--- src/rtl/game_pkg.sv ---
// game_pkg: tile width, FSM state encoding and the packed-sequence tile extractor
// shared by the presenter and the player-input checker.
package game_pkg;
    localparam int TILE_W = 2;
    localparam int SEQ_W_MAX = 128;
    localparam logic [1:0] ST_IDLE = 2'd0;
    localparam logic [1:0] ST_ON   = 2'd1;
    localparam logic [1:0] ST_OFF  = 2'd2;
    localparam logic [1:0] ST_FIN  = 2'd3;
    typedef enum logic [1:0] {
        S_IDLE = ST_IDLE,
        S_ON   = ST_ON,
        S_OFF  = ST_OFF,
        S_FIN  = ST_FIN
    } state_t;
    // Tile i is {seq[2i], seq[2i+1]}: the even bit is the MSB.
    function automatic logic [TILE_W-1:0] tile_at(input logic [SEQ_W_MAX-1:0] seq, input logic [5:0] i);
        logic [6:0] b;
        b = {i, 1'b0};
        return {seq[b], seq[b | 7'd1]};
    endfunction
endpackage

--- src/rtl/phase_timer.sv ---
// phase_timer: loadable down-counter; expired flags the last cycle of a loaded phase.
module phase_timer #(
    parameter int W = 3
) (
    input  logic         clk,
    input  logic         reset,
    input  logic         load,
    input  logic [W-1:0] load_value,
    input  logic         en,
    output logic         expired
);
    logic [W-1:0] count;
    assign expired = count == W'(1);
    always_ff @(posedge clk or posedge reset)
        if (reset)
            count <= '0;
        else if (load)
            count <= load_value;
        else if (en && count != '0)
            count <= count - W'(1);
endmodule

--- src/rtl/sequence_presenter.sv ---
// sequence_presenter: plays the latched tile sequence back, each tile lit for
// ON_CYCLES then dark for OFF_CYCLES, and pulses done at the end.
module sequence_presenter
    import game_pkg::*;
#(
    parameter int MAX_LEN    = 9,
    parameter int ON_CYCLES  = 4,
    parameter int OFF_CYCLES = 2
) (
    input  logic                 clk,
    input  logic                 reset,
    input  logic                 start,
    input  logic [2*MAX_LEN-1:0] seq,
    input  logic [5:0]           seq_len,
    output logic                 tile_on,
    output logic [TILE_W-1:0]    tile_shown,
    output logic [5:0]           seq_counter,
    output logic                 busy,
    output logic                 done
);
    localparam int TW = $clog2((ON_CYCLES > OFF_CYCLES ? ON_CYCLES : OFF_CYCLES) + 1);
    localparam logic [5:0] MAX6 = 6'(MAX_LEN);
    state_t               state;
    logic [2*MAX_LEN-1:0] seq_q;
    logic [5:0]           len_q;
    logic [5:0]           len_in;
    logic                 expired;
    logic                 load;
    logic                 last;
    logic                 timing;
    assign len_in = seq_len > MAX6 ? MAX6 : seq_len;
    assign timing = state == S_ON || state == S_OFF;
    assign last   = seq_counter == len_q - 6'd1;
    assign load   = (state == S_IDLE && start) || (timing && expired);
    phase_timer #(.W(TW)) u_timer (
        .clk        (clk),
        .reset      (reset),
        .load       (load),
        .load_value (state == S_ON ? TW'(OFF_CYCLES) : TW'(ON_CYCLES)),
        .en         (timing),
        .expired    (expired)
    );
    // Outputs are set on the transition edge so they always match the state being entered.
    always_ff @(posedge clk or posedge reset)
        if (reset) begin
            state       <= S_IDLE;
            seq_q       <= '0;
            len_q       <= '0;
            tile_on     <= 1'b0;
            tile_shown  <= '0;
            seq_counter <= '0;
            busy        <= 1'b0;
            done        <= 1'b0;
        end else
            case (state)
                S_IDLE:
                    if (start) begin
                        seq_q       <= seq;
                        len_q       <= len_in;
                        seq_counter <= '0;
                        busy        <= 1'b1;
                        if (len_in == '0) begin
                            state <= S_FIN;
                            done  <= 1'b1;
                        end else begin
                            state      <= S_ON;
                            tile_on    <= 1'b1;
                            tile_shown <= tile_at(SEQ_W_MAX'(seq), 6'd0);
                        end
                    end
                S_ON:
                    if (expired) begin
                        state   <= S_OFF;
                        tile_on <= 1'b0;
                    end
                S_OFF:
                    if (expired) begin
                        if (last) begin
                            state <= S_FIN;
                            done  <= 1'b1;
                        end else begin
                            state       <= S_ON;
                            seq_counter <= seq_counter + 6'd1;
                            tile_on     <= 1'b1;
                            tile_shown  <= tile_at(SEQ_W_MAX'(seq_q), seq_counter + 6'd1);
                        end
                    end
                default: begin
                    state <= S_IDLE;
                    done  <= 1'b0;
                    busy  <= 1'b0;
                end
            endcase
endmodule

--- config.mk ---
export PLATFORM = sky130hd
export DESIGN_NAME = sequence_presenter
export DESIGN_NICKNAME = d
export VERILOG_FILES = /design/src/rtl/game_pkg.sv /design/src/rtl/phase_timer.sv /design/src/rtl/sequence_presenter.sv
export SDC_FILE = /design/constraint.sdc
export NUM_CORES = 1
export LEC_CHECK = 0
export CAP_MARGIN = 20
export CORE_ASPECT_RATIO = 0.9
export CORE_MARGIN = 2
export CORE_UTILIZATION = 40
export CTS_BUF_LIST = sky130_fd_sc_hd__clkbuf_4 sky130_fd_sc_hd__clkbuf_8
export DETAILED_ROUTE_END_ITERATION = 6
export PLACE_DENSITY = 0.75
export RECOVER_POWER = 25
export SLEW_MARGIN = 20
export SYNTH_ARGS = -nofsm -noshare
export SYNTH_HDL_FRONTEND = slang
export SYNTH_HIERARCHICAL = 1
export SYNTH_SLANG_ARGS = --single-unit
--- constraint.sdc ---
create_clock -name clk -period 2.01 [get_ports clk]
set_input_delay 0.402 -clock clk [delete_from_list [all_inputs] [get_ports clk]]
set_output_delay 0.402 -clock clk [all_outputs]
set_load 0.05 [all_outputs]
==> metrics <==
# diodes=0; CTS Buffer Depth=2; GP Congestion=0.883; Slew HR=37.8%; grt ovf=0; Core Area=6050 um^2; required time worst endpoint=2.20 ns; fin crit share=108%; setup ws final=-0.154 ns; critical setup path kind=flop to flop; worst vdd ir=645 uV; number of max-cap violations=0; CTS buffer count=5; Post-Syn Nets=275; TritonCTS Sinks=40; worst-path maximum fanout=4; count of final hold-check violations=0; clk slew on worst S/H paths=0.08 ns; initial core utilization=40.8%; Worst EP arrival=2.35 ns; asr flop ratio synth=100%; sequential cell area=1000 um^2; post-route ant nets=0; worst-margin pin slew=0.933 ns; fill count=558; Post-route DRC=0; status=complete, but fails checks; RSZ-0062 raised after global routing=true; Tmin final=2.16 ns; chip height=78.5 um; layout cell share with drive strength beyond 1=28.4%; Area Growth Syn to Fin=28.9%; crit start category=flop; number of synthesized flops with an enable pin=0; Tot GR Track Use=16.7%; worst skew pair latency=0.29 ns; sequential area share after synthesis=40.6%; final hold slack=0.430 ns; Setup violations, final=2; CTS Root Cell=clkbuf_8; Syn Inst Count=238; drt wl/cell=14.6 um; Yosys warnings=6; Worst Hold Class=input port to asynchronous set/reset pin; PwrDens=1320 nW/um^2; CTS tree=done; full die area=6810 um^2; count of different cell masters after synthesis=58; via count=1,961; number of I/O port buffers=37; routed vias/inst=5.33; top_reg_cell synth=dfrtp_1; failing checks=setup timing; antenna violations before repair=0; IO Pins=38; H-Tree Level Count=2; final WL=5390 um; Synth Area per Inst=10.4 um^2; Synth Register Bits=40; TNS Setup=-0.205 ns; fin nets=332; Worst Setup End Kind=flop; max frequency=462 MHz; drt first pass iters=4; die width=86.8 um; clk_skew=0.0114 ns; Final Max Tran Viols=0; DRT iter0 DRCs=83; Post-Syn Area=2470 um^2; leakage power=1.43 nW; Core Rows=27; setup slack, reg-to-reg=-0.15 ns; largest net degree at the start of global routing=38; area of the multi-input gates=1350 um^2; DP HPWL=4110 um; vias in the first global route=2,002; global-route wire length before repair=9080 um
-- final timing paths --
kind,to,cells past startpoint,from
max reg2reg,tile_shown[0],7,seq_counter[0]
min,u_timer/count[1],2,reset
max,tile_shown[0],7,seq_counter[0]
min in group clk,seq_q[1],1,seq_q[1]
min reg2reg,seq_q[1],1,seq_q[1]
max in group asynchronous,seq_counter[1],3,reset
-- cells in the final DEF (no fill, tap or decap), types with 3 or more instances in the layout --
| master | n |
|---|---|
| xnor2_1 | 4 |
| mux4_2 | 4 |
| buf_4 | 28 |
| clkdlybuf4s50_1 | 30 |
| mux2_2 | 19 |
| nor2b_1 | 3 |
| nand3_1 | 9 |
| inv_1 | 18 |
| nand2_1 | 19 |
| a21oi_1 | 8 |
| ha_1 | 9 |
| clkbuf_8 | 5 |
| dfrtp_1 | 38 |
| xor2_1 | 4 |
| nor3_1 | 4 |
| o21ai_0 | 15 |
| nor2_1 | 8 |
| a21oi_2 | 3 |
| nand4_1 | 6 |
| mux2i_1 | 6 |
-- cells in the mapped netlist, types with 3 or more instances --
library cell  number  area [um^2]
dfrtp_1           40         1000
mux2_2            19          214
nand2_1           19         71.3
inv_1             18         67.6
o21ai_0           15         75.1
ha_1              10          125
a21oi_1            9         45.0
nand3_1            9         45.0
nor2_1             9         33.8
mux2i_1            6         60.1
nand4_1            6         37.5
buf_2              4         20.0
nor3_1             4         20.0
xnor2_1            4         35.0
xor2_1             4         35.0
buf_4              3         22.5
nor2b_1            3         18.8
-- final cells by class --
class                      instances  share of cell area [%]
multi-input combinational        168                    42.5
sequential                        40                    31.6
timing repair buffer              62                    17.5
tap                               72                    2.83
clock buffer                       6                    2.40
inverter                          18                    2.13
clock inverter                     2                    1.10
-- flip-flops by register name, indices dropped and copies added, names as in the netlist --
name,flops
busy,1
done,1
len_q,6
seq_counter,6
seq_q,18
state,2
tile_on,1
tile_shown,2
u_timer/count,3
-- power breakdown --
| part | total [mW] | switching (mW) | leakage, nW | internal, mW |
|---|---|---|---|---|
| registers | 1.34 | 0.216 | 0.487 | 1.13 |
| logic | 2.18 | 1.10 | 0.885 | 1.08 |
| clock network | 0.660 | 0.278 | 0.0586 | 0.382 |
-- worst max-delay path, cell delays in order (launching register included) --
cell and delay, ns:
dfrtp_2 0.43, ha_4 0.30, mux4_2 0.51, nor2_1 0.11, nor2_1 0.05, nor4bb_1 0.29, a211oi_1 0.12, mux2_4 0.26
-- stage by stage --
step	utilization (%)	cell area, um^2	total power, mW	std cells	setup slack, ns
2_1_floorplan	-	2490	2.86	238	-0.296
3_3_place_gp	50.2	3040	3.41	358	-0.224
3_5_place_dp	50.2	3040	3.50	358	-0.301
4_1_cts	52.1	3150	4.16	366	-0.173
5_1_grt	52.6	3180	4.48	368	-0.245
6_report	52.6	3180	4.18	368	-0.154
-- logic make-up (layout without fill, tap and decap cells) --
logic type / count (synthesis) / count (layout) / share of synthesized area, %
buffers and inverters: 30 / 88 / 5.93
other: 1 / 1 / 0.152
flip-flops: 40 / 40 / 40.6
multiplexers: 31 / 31 / 16.3
adder cells (fa/ha/maj): 10 / 10 / 5.07
AND/OR/NAND/NOR: 69 / 69 / 16.0
XOR/XNOR: 8 / 8 / 2.84
AO/OA/AOI/OAI: 49 / 49 / 13.2
-- per-layer routing --
| layer | vias up | track usage, % | wire, um |
|---|---|---|---|
| li1 | 956 | - | - |
| met1 | 948 | 22.1 | 2480 |
| met2 | 52 | 27.8 | 2610 |
| met3 | 5 | 3.68 | 241 |
| met4 | 0 | 4.22 | 54 |
| met5 | - | 0 | 0 |
-- repair_timing --
| item | 4_1_cts | 5_1_grt |
|---|---|---|
| setup endpoints to repair | 2 | 10 |
| hold endpoints to repair | 0 | 0 |
| setup buffers | 0 | 2 |
| hold buffers | 0 | 0 |
| resized for setup | 0 | 8 |
(Power assumes the default switching activity.)
